## src/rtl/multicycle_control_unit_if.sv

```systemverilog
// multicycle_control_unit_if: instruction fields, ALU flags and memory handshake in; datapath controls out.
interface multicycle_control_unit_if #(
    parameter int ALU_CTRL_W = 4,
    parameter int STATE_W = 4
);
    logic [6:0] op;
    logic [2:0] funct3;
    logic funct7b5, zero, neg, ovf, carry, mem_ready;
    logic pc_write, adr_src, mem_write, ir_write, reg_write, illegal_instr;
    logic [1:0] result_src, alu_src_a, alu_src_b, imm_src;
    logic [ALU_CTRL_W-1:0] alu_control;
    logic [STATE_W-1:0] state;
    modport master(
        output op, funct3, funct7b5, zero, neg, ovf, carry, mem_ready,
        input pc_write, adr_src, mem_write, ir_write, reg_write, illegal_instr,
        input result_src, alu_src_a, alu_src_b, imm_src, alu_control, state
    );
    modport slave(
        input op, funct3, funct7b5, zero, neg, ovf, carry, mem_ready,
        output pc_write, adr_src, mem_write, ir_write, reg_write, illegal_instr,
        output result_src, alu_src_a, alu_src_b, imm_src, alu_control, state
    );
endinterface

```

## src/rtl/multicycle_control_unit.sv

```systemverilog
// multicycle_control_unit: Moore FSM controller for a multicycle RISC-V datapath.
// CTRL_FULL_BRANCH_EN enables blt/bge/bltu/bgeu; without it only beq/bne are legal.
module multicycle_control_unit #(
    parameter int ALU_CTRL_W = 4,
    parameter int STATE_W = 4
) (
    input logic clk,
    input logic reset,
    multicycle_control_unit_if.slave bus
);
    typedef enum logic [3:0] {
        FETCH, DECODE, MEMADR, MEMREAD, MEMWB, MEMWRITE,
        EXECUTER, EXECUTEI, ALUWB, BRANCH, JAL, TRAP
    } state_t;
    state_t st, nx;
    logic [3:0] fn, alu;
    logic taken, br_ok;
    always_ff @(posedge clk) st <= reset ? FETCH : nx;
    // sub only for R-type (op[5]); I-type reuses funct7b5 solely to pick srai
    always_comb begin
        fn = 4'd2;
        case (bus.funct3)
            3'b000: fn = (bus.op[5] && bus.funct7b5) ? 4'd1 : 4'd0;
            3'b001: fn = 4'd7;
            3'b010: fn = 4'd5;
            3'b011: fn = 4'd6;
            3'b100: fn = 4'd4;
            3'b101: fn = bus.funct7b5 ? 4'd9 : 4'd8;
            3'b110: fn = 4'd3;
            default: fn = 4'd2;
        endcase
    end
`ifdef CTRL_FULL_BRANCH_EN
    always_comb begin
        br_ok = 1'b1;
        taken = 1'b0;
        case (bus.funct3)
            3'b000: taken = bus.zero;
            3'b001: taken = !bus.zero;
            3'b100: taken = bus.neg ^ bus.ovf;
            3'b101: taken = !(bus.neg ^ bus.ovf);
            3'b110: taken = !bus.carry;
            3'b111: taken = bus.carry;
            default: taken = 1'b0;
        endcase
    end
`else
    logic unused_flags;
    assign unused_flags = ^{bus.neg, bus.ovf, bus.carry};
    assign br_ok = bus.funct3[2:1] == 2'b00;
    assign taken = bus.funct3[0] ? !bus.zero : bus.zero;
`endif
    always_comb begin
        nx = st;
        alu = 4'd0;
        bus.pc_write = 1'b0;
        bus.adr_src = 1'b0;
        bus.mem_write = 1'b0;
        bus.ir_write = 1'b0;
        bus.reg_write = 1'b0;
        bus.illegal_instr = 1'b0;
        bus.result_src = 2'b00;
        bus.alu_src_a = 2'b00;
        bus.alu_src_b = 2'b00;
        bus.imm_src = 2'b00;
        case (st)
            FETCH: begin
                bus.alu_src_b = 2'b10;
                bus.ir_write = bus.mem_ready;
                bus.pc_write = bus.mem_ready;
                bus.result_src = 2'b10;
                nx = bus.mem_ready ? DECODE : FETCH;
            end
            DECODE: begin
                bus.alu_src_a = 2'b01;
                bus.alu_src_b = 2'b01;
                bus.imm_src = 2'b10;
                case (bus.op)
                    7'b0000011, 7'b0100011: nx = MEMADR;
                    7'b0110011: nx = EXECUTER;
                    7'b0010011: nx = EXECUTEI;
                    7'b1100011: nx = br_ok ? BRANCH : TRAP;
                    7'b1101111: nx = JAL;
                    default: nx = TRAP;
                endcase
            end
            MEMADR: begin
                bus.alu_src_a = 2'b10;
                bus.alu_src_b = 2'b01;
                bus.imm_src = bus.op[5] ? 2'b01 : 2'b00;
                nx = bus.op[5] ? MEMWRITE : MEMREAD;
            end
            MEMREAD: begin
                bus.adr_src = 1'b1;
                nx = bus.mem_ready ? MEMWB : MEMREAD;
            end
            MEMWB: begin
                bus.reg_write = 1'b1;
                bus.result_src = 2'b01;
                nx = FETCH;
            end
            MEMWRITE: begin
                bus.adr_src = 1'b1;
                bus.mem_write = 1'b1;
                nx = bus.mem_ready ? FETCH : MEMWRITE;
            end
            EXECUTER: begin
                bus.alu_src_a = 2'b10;
                alu = fn;
                nx = ALUWB;
            end
            EXECUTEI: begin
                bus.alu_src_a = 2'b10;
                bus.alu_src_b = 2'b01;
                alu = fn;
                nx = ALUWB;
            end
            ALUWB: begin
                bus.reg_write = 1'b1;
                nx = FETCH;
            end
            JAL: begin
                bus.pc_write = 1'b1;
                bus.alu_src_a = 2'b01;
                bus.alu_src_b = 2'b10;
                nx = ALUWB;
            end
            BRANCH: begin
                bus.alu_src_a = 2'b10;
                alu = 4'd1;
                bus.pc_write = taken;
                nx = FETCH;
            end
            TRAP: bus.illegal_instr = 1'b1;
            default: nx = FETCH;
        endcase
        if (reset) begin
            bus.pc_write = 1'b0;
            bus.mem_write = 1'b0;
            bus.ir_write = 1'b0;
            bus.reg_write = 1'b0;
            bus.illegal_instr = 1'b0;
        end
        bus.alu_control = ALU_CTRL_W'(alu);
        bus.state = STATE_W'(st);
    end
endmodule

```

## src/flat_wrapper.sv

```systemverilog
// flat-port wrapper written by rule: the top's interface ports become plain ports
module multicycle_control_unit_flat 
#(
    parameter int ALU_CTRL_W = 4,
    parameter int STATE_W = 4
)
  (clk, reset, bus_op, bus_funct3, bus_funct7b5, bus_zero, bus_neg, bus_ovf, bus_carry, bus_mem_ready, bus_pc_write, bus_adr_src, bus_mem_write, bus_ir_write, bus_reg_write, bus_illegal_instr, bus_result_src, bus_alu_src_a, bus_alu_src_b, bus_imm_src, bus_alu_control, bus_state);
  multicycle_control_unit_if #(.ALU_CTRL_W(ALU_CTRL_W), .STATE_W(STATE_W)) bus_i ();
  input logic clk;
  input logic reset;
  input wire logic [$bits(bus_i.op)-1:0] bus_op;
  input wire logic [$bits(bus_i.funct3)-1:0] bus_funct3;
  input wire logic [$bits(bus_i.funct7b5)-1:0] bus_funct7b5;
  input wire logic [$bits(bus_i.zero)-1:0] bus_zero;
  input wire logic [$bits(bus_i.neg)-1:0] bus_neg;
  input wire logic [$bits(bus_i.ovf)-1:0] bus_ovf;
  input wire logic [$bits(bus_i.carry)-1:0] bus_carry;
  input wire logic [$bits(bus_i.mem_ready)-1:0] bus_mem_ready;
  output wire logic [$bits(bus_i.pc_write)-1:0] bus_pc_write;
  output wire logic [$bits(bus_i.adr_src)-1:0] bus_adr_src;
  output wire logic [$bits(bus_i.mem_write)-1:0] bus_mem_write;
  output wire logic [$bits(bus_i.ir_write)-1:0] bus_ir_write;
  output wire logic [$bits(bus_i.reg_write)-1:0] bus_reg_write;
  output wire logic [$bits(bus_i.illegal_instr)-1:0] bus_illegal_instr;
  output wire logic [$bits(bus_i.result_src)-1:0] bus_result_src;
  output wire logic [$bits(bus_i.alu_src_a)-1:0] bus_alu_src_a;
  output wire logic [$bits(bus_i.alu_src_b)-1:0] bus_alu_src_b;
  output wire logic [$bits(bus_i.imm_src)-1:0] bus_imm_src;
  output wire logic [$bits(bus_i.alu_control)-1:0] bus_alu_control;
  output wire logic [$bits(bus_i.state)-1:0] bus_state;
  assign bus_i.op = bus_op;
  assign bus_i.funct3 = bus_funct3;
  assign bus_i.funct7b5 = bus_funct7b5;
  assign bus_i.zero = bus_zero;
  assign bus_i.neg = bus_neg;
  assign bus_i.ovf = bus_ovf;
  assign bus_i.carry = bus_carry;
  assign bus_i.mem_ready = bus_mem_ready;
  assign bus_pc_write = bus_i.pc_write;
  assign bus_adr_src = bus_i.adr_src;
  assign bus_mem_write = bus_i.mem_write;
  assign bus_ir_write = bus_i.ir_write;
  assign bus_reg_write = bus_i.reg_write;
  assign bus_illegal_instr = bus_i.illegal_instr;
  assign bus_result_src = bus_i.result_src;
  assign bus_alu_src_a = bus_i.alu_src_a;
  assign bus_alu_src_b = bus_i.alu_src_b;
  assign bus_imm_src = bus_i.imm_src;
  assign bus_alu_control = bus_i.alu_control;
  assign bus_state = bus_i.state;
  multicycle_control_unit #(.ALU_CTRL_W(ALU_CTRL_W), .STATE_W(STATE_W)) u_core (.clk(clk), .reset(reset), .bus(bus_i));
endmodule
```

## config.mk

```make
export PLATFORM = sky130hd
export DESIGN_NAME = multicycle_control_unit_flat
export DESIGN_NICKNAME = d
export VERILOG_FILES = /design/src/rtl/multicycle_control_unit_if.sv /design/src/rtl/multicycle_control_unit.sv /design/src/flat_wrapper.sv
export SDC_FILE = /design/constraint.sdc
export NUM_CORES = 1
export LEC_CHECK = 0
export CORE_MARGIN = 5
export CORE_UTILIZATION = 37
export CTS_CLUSTER_DIAMETER = 40
export CTS_CLUSTER_SIZE = 20
export DETAILED_ROUTE_END_ITERATION = 6
export PLACE_DENSITY = 0.8
export SLEW_MARGIN = 20
export SYNTH_ARGS = -nofsm -noshare
export SYNTH_HDL_FRONTEND = slang
export SYNTH_SLANG_ARGS = --single-unit
```

## constraint.sdc

```tcl
create_clock -name clk -period 3.3 [get_ports clk]
set_clock_uncertainty 0.15 [all_clocks]
set_input_delay 0.33 -clock clk [delete_from_list [all_inputs] [get_ports clk]]
set_output_delay 0.33 -clock clk [all_outputs]
set_load 0.05 [all_outputs]
```

# Word level (Yosys, flattened, before mapping)
# Cells that the tools add are included.
dict set report op_classes {
  reduce_logical 14
  n_mux 28
  eq_ne 23
}
# cell n
set ops {}
lappend ops {{4-bit one-hot mux with 7 select lines} 2}
lappend ops {{4-bit one-hot mux with 5 select lines} 1}
lappend ops {{4-bit by 3-bit equality test with 1-bit output (second input constant)} 4}
lappend ops {{4-bit equality test (second input constant)} 4}
lappend ops {{2-bit one-hot mux with 2 select lines} 4}
lappend ops {{1-bit two-way mux} 15}
lappend ops {{7-bit by 6-bit equality test with 1-bit output (second input constant)} 2}
lappend ops {{7-bit equality test (second input constant)} 2}
lappend ops {{2-bit OR reduction} 6}
lappend ops {{3-bit equality test (second input constant)} 3}
lappend ops {{3-bit two-way mux} 3}
lappend ops {{4-bit by 2-bit equality test with 1-bit output (second input constant)} 2}
lappend ops {{4-bit one-hot mux with 2 select lines} 1}
lappend ops {{7-bit by 2-bit equality test with 1-bit output (second input constant)} 1}
lappend ops {{7-bit by 5-bit equality test with 1-bit output (second input constant)} 1}
lappend ops {{3-bit by 2-bit equality test with 1-bit output (second input constant)} 2}
lappend ops {{3-bit OR reduction} 2}
lappend ops {{4-bit by 1-bit equality test with 1-bit output (second input constant)} 1}
lappend ops {{4-bit zero test} 1}
lappend ops {{4-bit OR reduction} 1}
lappend ops {{3-bit by 1-bit equality test with 1-bit output (second input constant)} 1}
lappend ops {{3-bit zero test} 1}
lappend ops {{1-bit one-hot mux with 3 select lines} 1}
lappend ops {{2-bit zero test} 1}
lappend ops {{other kinds (3)} 3}
dict set report word_totals {
  regBits 4
  wordCells 66
  output_inout_bits 22
  input_bits 18
}

# Logic depth before layout (Yosys ltp)
# Gate-level depths: netlist (run 1).
dict set report depth {
  ltp_word 4
  mapped_depth 5
  mapped_depth_nobuf 4
}

# Worst setup path before layout (run 1)
# No wires, ideal clock.
dict set report synth_timing {
  path_type {register to output}
  start {register u_core.st[2] (netlist: u_core.bus.state[2])}
  end {output port bus_reg_write}
  required_ps 2820
  path_slack_ps -713
  path_stages_with_launch 4
  path_buffers 1
  arrival_time_ps 3533
  cell_sequence {dfxtp_1 > clkbuf_1 > nand2b_1 > a2111oi_0}
}
dict set report synth_via {
  elab_chain_len 4
  elab_cells_between_ends 5
  cone_classes {eq/ne: 2; mux: 2; reduce/logical: 1}
}
# item line_no
set synth_lines {}
lappend synth_lines {{start, declared} multicycle_control_unit.sv:15} ;# state_t st, nx;
lappend synth_lines {{start signal, assigned} multicycle_control_unit.sv:18} ;# always_ff @(posedge clk) st <= reset ? FETCH : nx;
lappend synth_lines {{4-bit equality test / 4-bit by 3-bit equality test with 1-bit output (equally long branches)} multicycle_control_unit.sv:66} ;# case (st)
lappend synth_lines {{2-bit OR reduction (no line) (*)} -}
lappend synth_lines {{1-bit two-way mux (*)} multicycle_control_unit.sv:66}
lappend synth_lines {{1-bit two-way mux (*)} multicycle_control_unit.sv:137} ;# if (reset) begin
lappend synth_lines {{end, declared} flat_wrapper.sv:23} ;# output wire logic [$bits(bus_i.reg_write)-1:0] bus_reg_write;
# Mark *: on every way between the ends. The rest lies on a longest branch, timed or not.

# Worst setup path in the final report (run 1)
dict set report layout_timing {
  start {register u_core.st[3] (netlist: u_core.bus.state[3])}
  end {output port bus_reg_write}
}
# The elaborated chain is that of the path after synthesis.

==> results of run 1 <==
cells in the mapped netlist:
cell type / n / area, µm²
a21oi_1: 3 / 15.0
clkbuf_1: 5 / 18.8
a211o_1: 1 / 8.76
a31oi_1: 3 / 18.8
nor2_1: 9 / 33.8
o21ai_0: 4 / 20.0
nand3b_1: 2 / 15.0
or2b_1: 1 / 7.51
mux2i_1: 1 / 10.0
or4_1: 3 / 22.5
nand3_1: 2 / 10.0
nor3_1: 8 / 40.0
a2111oi_0: 2 / 17.5
inv_1: 4 / 15.0
a32oi_1: 1 / 8.76
o2bb2ai_1: 1 / 8.76
o21bai_1: 1 / 7.51
o22ai_1: 2 / 12.5
xnor2_1: 1 / 8.76
nand2b_1: 6 / 37.5
nor2b_1: 2 / 12.5
o22a_1: 1 / 8.76
buf_1: 2 / 7.51
nand2_1: 10 / 37.5
nor3b_1: 2 / 15.0
xor2_1: 3 / 26.3
nor4_1: 4 / 25.0
a22oi_1: 1 / 7.51
buf_2: 1 / 5.00
a211oi_1: 1 / 7.51
o2111ai_1: 1 / 8.76
dfxtp_1: 4 / 80.1
o32a_1: 1 / 10.0
area by class of cell:
cell class                      instances  area share, %
Timing Repair Buffer                   38           38.3
Clock buffer                            3           2.30
Multi-Input combinational cell         77           47.7
Inverter                                4           1.53
Sequential cell                         4           8.16
Tap cell                               16           2.04
per-stage QoR:
stage | power [W] | setup slack, ns | hold slack (ns)
after floorplan | 0.000672 | 0.221 | 0.348
after global placement | 0.000914 | 0.542 | 0.583
after detailed placement | 0.000920 | 0.583 | 0.605
after CTS | 0.000984 | 0.374 | 0.609
after global routing | 0.00104 | 0.206 | 0.650
final | 0.000984 | 0.360 | 0.612
placed cells by master (no fill, tap or decap), drive strengths merged:
cell	Yosys	layout
a211o	1	1
o22a	1	1
nand3	2	2
dfxtp	4	4
inv	4	4
o2bb2ai	1	1
buf	3	2
o22ai	2	2
nand2b	6	6
clkbuf	5	3
a211oi	1	1
xor2	3	3
xnor2	1	1
nor2b	2	2
a21oi	3	3
nor4	4	4
o2111ai	1	1
nor2	9	9
a31oi	3	3
mux2i	1	1
nand3b	2	2
or4	3	3
a2111oi	2	2
o21ai	4	4
or2b	1	1
clkdlybuf4s50	0	36
nand2	10	10
a32oi	1	1
nor3b	2	2
o21bai	1	1
a22oi	1	1
nor3	8	8
o32a	1	1
path summary, 6_finish.rpt:
kind	cells after the start	to	startpoint	slack, ns
setup / recovery	3	bus_reg_write	u_core.bus.state[3]	0.36
hold / removal	2	u_core.bus.state[0]	u_core.bus.state[2]	0.61
setup reg to reg	4	u_core.bus.state[2]	u_core.bus.state[1]	1.50
hold reg to reg	2	u_core.bus.state[0]	u_core.bus.state[2]	0.61
worst reg2reg max path, stage by stage, from the launching register on:
cell and delay (ns):
dfxtp_1 0.52, nand2b_1 0.36, nor3_1 0.38, nand3_1 0.15, a31oi_1 0.17
power by group through the flow:
| stage | sequential (W) | clock (W) | combinational (W) |
|---|---|---|---|
| final | 0.000126 | 0.0000618 | 0.000796 |
| after CTS | 0.000125 | 0.0000631 | 0.000797 |
| after detailed placement | 0.000125 | 0 | 0.000795 |
| after global routing | 0.000132 | 0.0000663 | 0.000839 |
| after floorplan | 0.000144 | 0 | 0.000529 |
| after global placement | 0.000125 | 0 | 0.000790 |
cells by family (layout without fill, tap and decap cells):
kind of cell | count (synthesis) | in the layout | share of synthesized area [%]
buffers and inverters | 12 | 45 | 7.87
multiplexers | 1 | 1 | 1.70
flip-flops | 4 | 4 | 13.6
AO/OA/AOI/OAI | 23 | 23 | 27.2
AND/OR/NAND/NOR | 49 | 49 | 43.6
XOR/XNOR | 4 | 4 | 5.96
metal layers:
metal / GRT usage [%] / wire, µm / vias up
li1: - / - / 409
met2: 28.0 / 923 / 44
met5: 0 / 0 / -
met4: 2.62 / 11 / 0
met3: 3.31 / 212 / 2
met1: 18.2 / 759 / 373
==> metrics.csv, run 1 <==
stage;metric;value;unit
worst_setup_path;cp-start-kind;flip-flop;
worst_setup_path;path_max_fanout;20;
yosys;synth-seq-cells;4;
worst_setup_path;path_cells;nand2b_1 -> a2111oi_2 -> clkdlybuf4s50_1;
floorplanning;chipWidth;49.9;µm
clock_network;h-tree-depth;1;
routing;post_drt_wl_per_cell;13.4;µm
clock_network;cts_resized;0;
job;maxCapViolCount;0;
timing;final.setup.tns;0;ns
floorplanning;initial_core_util;39.0;%
grt;grt_pass1_vias;739;
routing;firstDrtPassIters;4;
layout;stdcell_count;142;
clock_network;cts_setup_buffers;0;
grt;antenna_found_initial;0;
layout;multi_input_area;468;µm²
pwr;p_comb_share;80.9;%
pwr;clkPwrFrac;6.3;%
timing;rsz0062_at_grt;false;
layout;num_antenna_cells;0;
pwr;leakagePower;0.349;nW
layout;nNetsFinal;146;
grt;grt_max_degree;21;
floorplanning;core-area;1510;µm²
pwr;power.net_switching;0.000603;W
pwr;ir_drop;586;µV
routing;via_count;828;
pwr;seqPwrFrac;12.8;%
layout;fill_cells;136;
clock_network;path_clk_slew;0.04;ns
floorplanning;ios;40;
worst_setup_path;cpMaxStageDelayCell;clkdlybuf4s50_1;
routing;drc;0;
yosys;netlist_area;588;µm²
yosys;synth_warnings;0;
worst_setup_path;critical_path_required;2.82;ns
floorplanning;dieArea;2490;µm²
worst_setup_path;max_stage_delay;0.86;ns
placed_design;dp_cells;139;
worst_setup_path;path_buf_inv;1;
yosys;synthesis.nets;111;
clock_network;hold_buffers;0;
worst_setup_path;crit_arrival;2.46;ns
layout;utilization;65.1;%
min_path;holdCritPathClass;reg -> reg;
grt;grt_usage;15.3;%
placed_design;dp_hpwl;1470;µm
timing;period_minus_slack;2.94;ns
placed_design;gp_congestion;0.773;
clock_network;clk_latency;0.24;ns
routing;ant_nets;0;
worst_setup_path;cp-end-kind;output port;
layout;drive_above_1_share;4.76;%
timing;hold_viol_final;0;
layout;largest_reg_flops;4;
floorplanning;num_rows;14;
timing;setup_viol;0;
routing;vias_per_cell;5.83;
yosys;synth.avg_cell_area;6.32;µm²
status;status;finished clean;
worst_setup_path;cpLargestDelayFamily;buffers and inverters;
layout;fin_area;981;µm²
floorplanning;die_y;49.9;µm
grt;grt_overflow_total;0;
timing;fin_crit_sh;89.1;%
clock_network;clockBufferDepth;2;
timing;maxSlewViolCount;0;
routing;drt-initial-drc-count;22;
routing;finalWirelength;1910;µm
clock_network;tritoncts;built;
pwr;cellPowerDensity;1000;nW/µm²
placed_design;io_buffers;36;
worst_setup_path;critPathKind;reg -> out;
layout;seqCellArea;80.1;µm²
clock_network;clock-sinks;4;
yosys;syn_inst;93;
clock_network;cts_root_buffer;clkbuf_4;
pwr;p_int;0.000381;W
timing;maxSlewHeadroom;54.0;%
clock_network;cts_buffers;3;
placed_design;placed_area;958;µm²
pwr;p_sw_share;61.3;%
yosys;ys_seq_area_share;13.6;%
timing;fmax;340;MHz
yosys;synth.distinct_cells;33;
grt;grt_pass1_wl;3160;µm
timing;worst_slew_pin_slew;0.690;ns
layout;syn2layout_area_growth;66.8;%
(Power assumes the default switching activity.)
==> run 2: changes to the inputs <==
- CTS_CLUSTER_SIZE: 20 -> unset
- SETUP_SLACK_MARGIN: unset -> 0.3
==> metrics.csv, run 2 (synthesized netlist as in run 1, its figures left out) <==
stage;metric;value;unit;change
placed_design;placed_area;965;µm²;+0.65%
worst_setup_path;path_cells;clkdlybuf4s50_1 -> or2b_1 -> o2bb2ai_1 -> o21ai_0 -> o21ai_0 -> clkdlybuf4s50_1;;
floorplanning;core-area;1510;µm²;unchanged
timing;fin_crit_sh;82.6;%;-6.5 points
worst_setup_path;cp-start-kind;primary input;;
placed_design;io_buffers;36;;unchanged
worst_setup_path;critPathKind;in -> out;;
worst_setup_path;cpMaxStageDelayCell;clkdlybuf4s50_1;;
clock_network;h-tree-depth;1;;unchanged
clock_network;clk_latency;0.23;ns;about the same
clock_network;cts_root_buffer;clkbuf_4;;
clock_network;clock-sinks;4;;unchanged
worst_setup_path;cpLargestDelayFamily;buffers and inverters;;
routing;firstDrtPassIters;4;;unchanged
timing;maxSlewViolCount;0;;unchanged
pwr;leakagePower;0.351;nW;+0.44%
grt;grt_pass1_wl;3000;µm;-5.0%
pwr;ir_drop;488;µV;-17%
placed_design;dp_cells;139;;unchanged
floorplanning;chipWidth;49.9;µm;unchanged
layout;largest_reg_flops;4;;unchanged
layout;layout_common_cells;clkdlybuf4s50_1, nand2_1, nor2_1;;
grt;grt_overflow_total;0;;unchanged
timing;fmax;367;MHz;+7.9%
placed_design;dp_hpwl;1420;µm;-3.6%
pwr;cellPowerDensity;998;nW/µm²;-0.47%
floorplanning;ios;40;;unchanged
clock_network;cts_buffers;3;;unchanged
job;maxCapViolCount;0;;unchanged
routing;post_drt_wl_per_cell;13.3;µm;-1.0%
worst_setup_path;path_buf_inv;2;;+1
min_path;holdCritPathClass;reg -> reg;;
routing;vias_per_cell;5.78;;-0.85%
routing;via_count;821;;-0.85%
clock_network;cts_resized;0;;unchanged
timing;fin_ws;0.575;ns;+0.215 ns
timing;period_minus_slack;2.73;ns;-0.215 ns
floorplanning;dieArea;2490;µm²;unchanged
clock_network;cts_setup_buffers;0;;unchanged
grt;grt_max_degree;21;;unchanged
clock_network;hold_buffers;0;;unchanged
placed_design;gp_congestion;0.815;;+5.4%
timing;final.setup.tns;0;ns;unchanged
timing;worst_slew_pin_slew;0.536;ns;-0.154 ns
clock_network;clockBufferDepth;2;;unchanged
layout;num_antenna_cells;0;;unchanged
routing;finalWirelength;1890;µm;-1.0%
worst_setup_path;crit_arrival;2.25;ns;-0.21 ns
grt;grt_usage;15.0;%;-0.33 points
timing;hold_viol_final;0;;unchanged
layout;drive_above_1_share;7.14;%;+2.4 points
status;status;finished clean;;
timing;rsz0062_at_grt;false;;
grt;antenna_found_initial;0;;unchanged
floorplanning;initial_core_util;39.0;%;unchanged
clock_network;tritoncts;built;;
placed_design;place_ws;0.577;ns;-0.00628 ns
floorplanning;num_rows;14;;unchanged
worst_setup_path;cp-end-kind;output port;;
layout;stdcell_count;142;;unchanged
routing;ant_nets;0;;unchanged
worst_setup_path;critical_path_required;2.82;ns;about the same
layout;nNetsFinal;146;;unchanged
timing;maxSlewHeadroom;64.2;%;+10 points
layout;fin_area;990;µm²;+0.89%
timing;holdWs;0.591;ns;-0.0209 ns
layout;syn2layout_area_growth;68.3;%;
routing;drt-initial-drc-count;22;;unchanged
worst_setup_path;path_max_fanout;6;;-70%
grt;grt_pass1_vias;688;;-6.9%
worst_setup_path;max_stage_delay;0.72;ns;-0.14 ns
floorplanning;die_y;49.9;µm;unchanged
routing;drc;0;;unchanged
layout;layout_commonest_cell;clkdlybuf4s50_1;;
timing;setup_viol;0;;unchanged
layout;fill_cells;151;;+11%
clock_network;path_clk_slew;0.04;ns;about the same
run 2: cell counts in the layout (fill, tap and decap cells not counted):
No cell type changed its count.
run 2: metal layers:
layer	global-route usage, %	share of wire (%)	up-vias
li1	-	-	414
met1	19.6	44	350
met2	22.2	42	55
met3	6.93	13	2
met4	3.49	1.1	0
met5	0	0	-
run 2: path summary, 6_finish.rpt:
| kind | cells after the start | to | slack [ns] | from |
|---|---|---|---|---|
| worst max-delay path | 6 | bus_alu_control[0] | 0.57 | bus_funct3[2] |
| worst min-delay path | 3 | u_core.bus.state[2] | 0.59 | u_core.bus.state[2] |
| worst max register to register | 5 | u_core.bus.state[1] | 1.71 | u_core.bus.state[1] |
| worst min register to register | 3 | u_core.bus.state[2] | 0.59 | u_core.bus.state[2] |
run 2: worst register-to-register path, stage by stage (launching register included):
cell and delay [ns]:
dfxtp_1 0.39, buf_4 0.25, nand2b_1 0.09, a2111oi_0 0.40
a21oi_1 0.08, o21bai_1 0.15
run 2: cell type report:
class	count	area, µm²	share of cell area [%]
Inverter	4	15.0	1.52
Clock buffer	3	22.5	2.28
Multi-Input combinational cell	77	474	47.9
Tap cell	16	20.0	2.02
Timing Repair Buffer	38	375	37.9
Sequential cell	4	82.6	8.34
run 2: per-stage QoR:
stage	util [%]	total power [W]
2_1_floorplan	-	0.000676
3_5_place_dp	64.0	0.000927
4_1_cts	65.5	0.000993
6_report	65.7	0.000988
3_3_place_gp	64.0	0.000926
5_1_grt	65.7	0.00105
run 2: power breakdown:
group / internal (W) / total, W / leakage (nW) / switching, W
Clock: 0.0000406 / 0.0000594 / 0.0138 / 0.0000188
Sequential: 0.0000684 / 0.000108 / 0.0337 / 0.0000397
Combinational: 0.000279 / 0.000820 / 0.303 / 0.000541
==> run 3: changes to the inputs <==
- CORE_UTILIZATION: 37 -> 35
- PLACE_DENSITY: 0.8 -> 0.77
- clock period: 3.3 -> 2.75 ns (I/O delays scaled with it)
==> metrics.csv, run 3 (synthesized netlist as in run 1, its figures left out) <==
stage;metric;value;unit;change
worst_setup_path;path_max_fanout;7;;+1
grt;grt_max_degree;16;;-24%
clock_network;cts_buffers;3;;unchanged
clock_network;h-tree-depth;1;;unchanged
grt;grt_pass1_vias;741;;+7.7%
worst_setup_path;r2r-end;u_core.bus.state[2];;
pwr;p_sw_share;61.6;%;+0.96 points
status;status;finished clean;;
clock_network;clock-sinks;4;;unchanged
layout;num_antenna_cells;0;;unchanged
worst_setup_path;reg2reg_setup_slack;0.93;ns;-0.78 ns
timing;fin_crit_sh;85.8;%;
placed_design;dp_hpwl;1650;µm;+17%
layout;syn2layout_area_growth;73.6;%;
worst_setup_path;crit_start;u_core.bus.state[2];;
worst_setup_path;critical_path_required;2.33;ns;-0.49 ns
job;maxCapViolCount;0;;unchanged
worst_setup_path;r2r-start;u_core.bus.state[0];;
timing;holdWs;0.588;ns;-0.00312 ns
timing;fin_ws;0.392;ns;-0.183 ns
floorplanning;num_rows;14;;unchanged
routing;firstDrtPassIters;4;;unchanged
min_path;holdCritPathClass;in -> reg;;
pwr;cellPowerDensity;1200;nW/µm²;+21%
pwr;p_comb_share;82.6;%;-0.5 points
grt;met3_usage;4.65;%;-2.3 points
timing;maxSlewViolCount;0;;unchanged
routing;vias_per_cell;5.68;;-1.7%
floorplanning;core-area;1540;µm²;+2.3%
grt;top_usage_layer;met2;;
clock_network;cts_root_buffer;clkbuf_4;;
grt;grt_overflow_total;0;;unchanged
layout;fill_cells;156;;+3.3%
timing;final.setup.tns;0;ns;unchanged
clock_network;tritoncts;built;;
layout;drive_above_1_share;23.4;%;+16 points
placed_design;io_buffers;36;;unchanged
grt;use_met2;26.4;%;+4.2 points
worst_setup_path;path_buf_inv;1;;-1
worst_setup_path;crit_arrival;1.93;ns;-0.32 ns
routing;post_drt_wl_per_cell;14.6;µm;+10%
worst_setup_path;cp-start-kind;flip-flop;;
grt;grt_usage;16.3;%;+1.3 points
timing;maxSlewHeadroom;65.8;%;+1.6 points
layout;layout_commonest_cell;clkdlybuf4s50_1;;
routing;via_count;818;;-0.37%
pwr;clkPwrFrac;5.9;%;about the same
placed_design;place_ws;0.431;ns;-0.146 ns
clock_network;clockBufferDepth;2;;unchanged
timing;fmax;424;MHz;
floorplanning;ios;40;;unchanged
worst_setup_path;path_cells;xnor2_1 -> a21oi_1 -> nor2_2 -> clkdlybuf4s50_1;;
timing;worst_slew_pin_slew;0.513;ns;-0.0230 ns
clock_network;clk_latency;0.23;ns;about the same
worst_setup_path;max_stage_delay;0.80;ns;+0.08 ns
routing;drc;0;;unchanged
floorplanning;die_y;51.0;µm;+2.3%
floorplanning;initial_core_util;38.1;%;-0.89 points
pwr;p_int;0.000472;W;+21%
pwr;leakagePower;0.437;nW;+25%
placed_design;gp_congestion;0.815;;about the same
worst_setup_path;cpMaxStageDelayCell;clkdlybuf4s50_1;;
worst_setup_path;worstRegToRegCells;5;;unchanged
placed_design;dp_cells;141;;+1.4%
min_path;holdPathEnd;u_core.bus.state[2];;
routing;ant_nets;0;;unchanged
grt;gr-usage-met1;21.9;%;+2.2 points
floorplanning;dieArea;2600;µm²;+4.6%
min_path;min-delay-start;bus_op[4];;
min_path;hold_path_depth;3;;unchanged
routing;finalWirelength;2110;µm;+12%
routing;drt-initial-drc-count;34;;+55%
layout;stdcell_count;144;;+1.4%
grt;grt_pass1_wl;3420;µm;+14%
timing;hold_viol_final;0;;unchanged
grt;antenna_found_initial;0;;unchanged
timing;period_minus_slack;2.36;ns;
pwr;seqPwrFrac;11.5;%;+0.6 points
pwr;power.net_switching;0.000758;W;+27%
timing;rsz0062_at_grt;false;;
clock_network;path_clk_slew;0.04;ns;about the same
clock_network;cts_setup_buffers;0;;unchanged
worst_setup_path;cp-end-kind;output port;;
pwr;ir_drop;647;µV;+32%
layout;layout_common_cells;clkdlybuf4s50_1, buf_4, nand2_1;;
floorplanning;chipWidth;51.0;µm;+2.3%
worst_setup_path;cpLargestDelayFamily;buffers and inverters;;
layout;largest_reg_flops;4;;unchanged
worst_setup_path;critPathKind;reg -> out;;
layout;nNetsFinal;148;;+1.4%
timing;setup_viol;0;;unchanged
[run 3: layout make-up]
class	count	area, µm²	share of cell area, %
Inverter	4	15.0	1.47
Tap cell	16	20.0	1.96
Timing Repair Buffer	40	364	35.7
Multi-Input combinational cell	77	519	50.9
Clock buffer	3	22.5	2.21
Sequential cell	4	80.1	7.84
[run 3: through the flow]
step           util [%]  area (µm²)  power [W]
6_report           66.2        1020    0.00123
5_1_grt            66.2        1020    0.00130
4_1_cts            65.9        1020    0.00124
3_5_place_dp       64.5         995    0.00116
3_3_place_gp       64.5         995    0.00115
2_1_floorplan         -         646   0.000854
[run 3: power groups by stage]
stage / Sequential, W / Combinational, W / Clock [W]
after floorplan: 0.000172 / 0.000682 / 0
after global placement: 0.000139 / 0.00101 / 0
after detailed placement: 0.000142 / 0.00102 / 0
after CTS: 0.000141 / 0.00102 / 0.0000772
after global routing: 0.000148 / 0.00107 / 0.0000844
final: 0.000141 / 0.00102 / 0.0000730
[run 3: tightest hold or removal path, cell delays in order]
cell	delay (ns)
clkdlybuf4s50_1	0.45
nand3_1	0.10
a31oi_1	0.09
[run 3: routing by layer]
layer | vias to the layer above | part of all wire, %
met5 | - | 0
met1 | 374 | 44
met4 | 0 | 0
met2 | 31 | 49
li1 | 413 | -
met3 | 0 | 7.6
[run 3: repair_timing]
item | CTS | global route
endpoints found under the setup margin | 1 | 2
hold buffers | 0 | 0
pin swaps | 0 | 0
resized for setup | 1 | 2
[run 3: worst max-delay path by stage]
| stage | to | slack [ns] | depth (start not counted) |
|---|---|---|---|
| 2_1_floorplan | bus_reg_write | 0.11 | 3 |
| 3_3_place_gp | bus_alu_control[3] | 0.43 | 4 |
| 3_5_place_dp | bus_alu_control[3] | 0.43 | 4 |
| 4_1_cts | bus_alu_control[3] | 0.32 | 3 |
| 5_1_grt | bus_alu_src_b[0] | 0.31 | 4 |
| 6_report | bus_alu_src_b[0] | 0.39 | 4 |
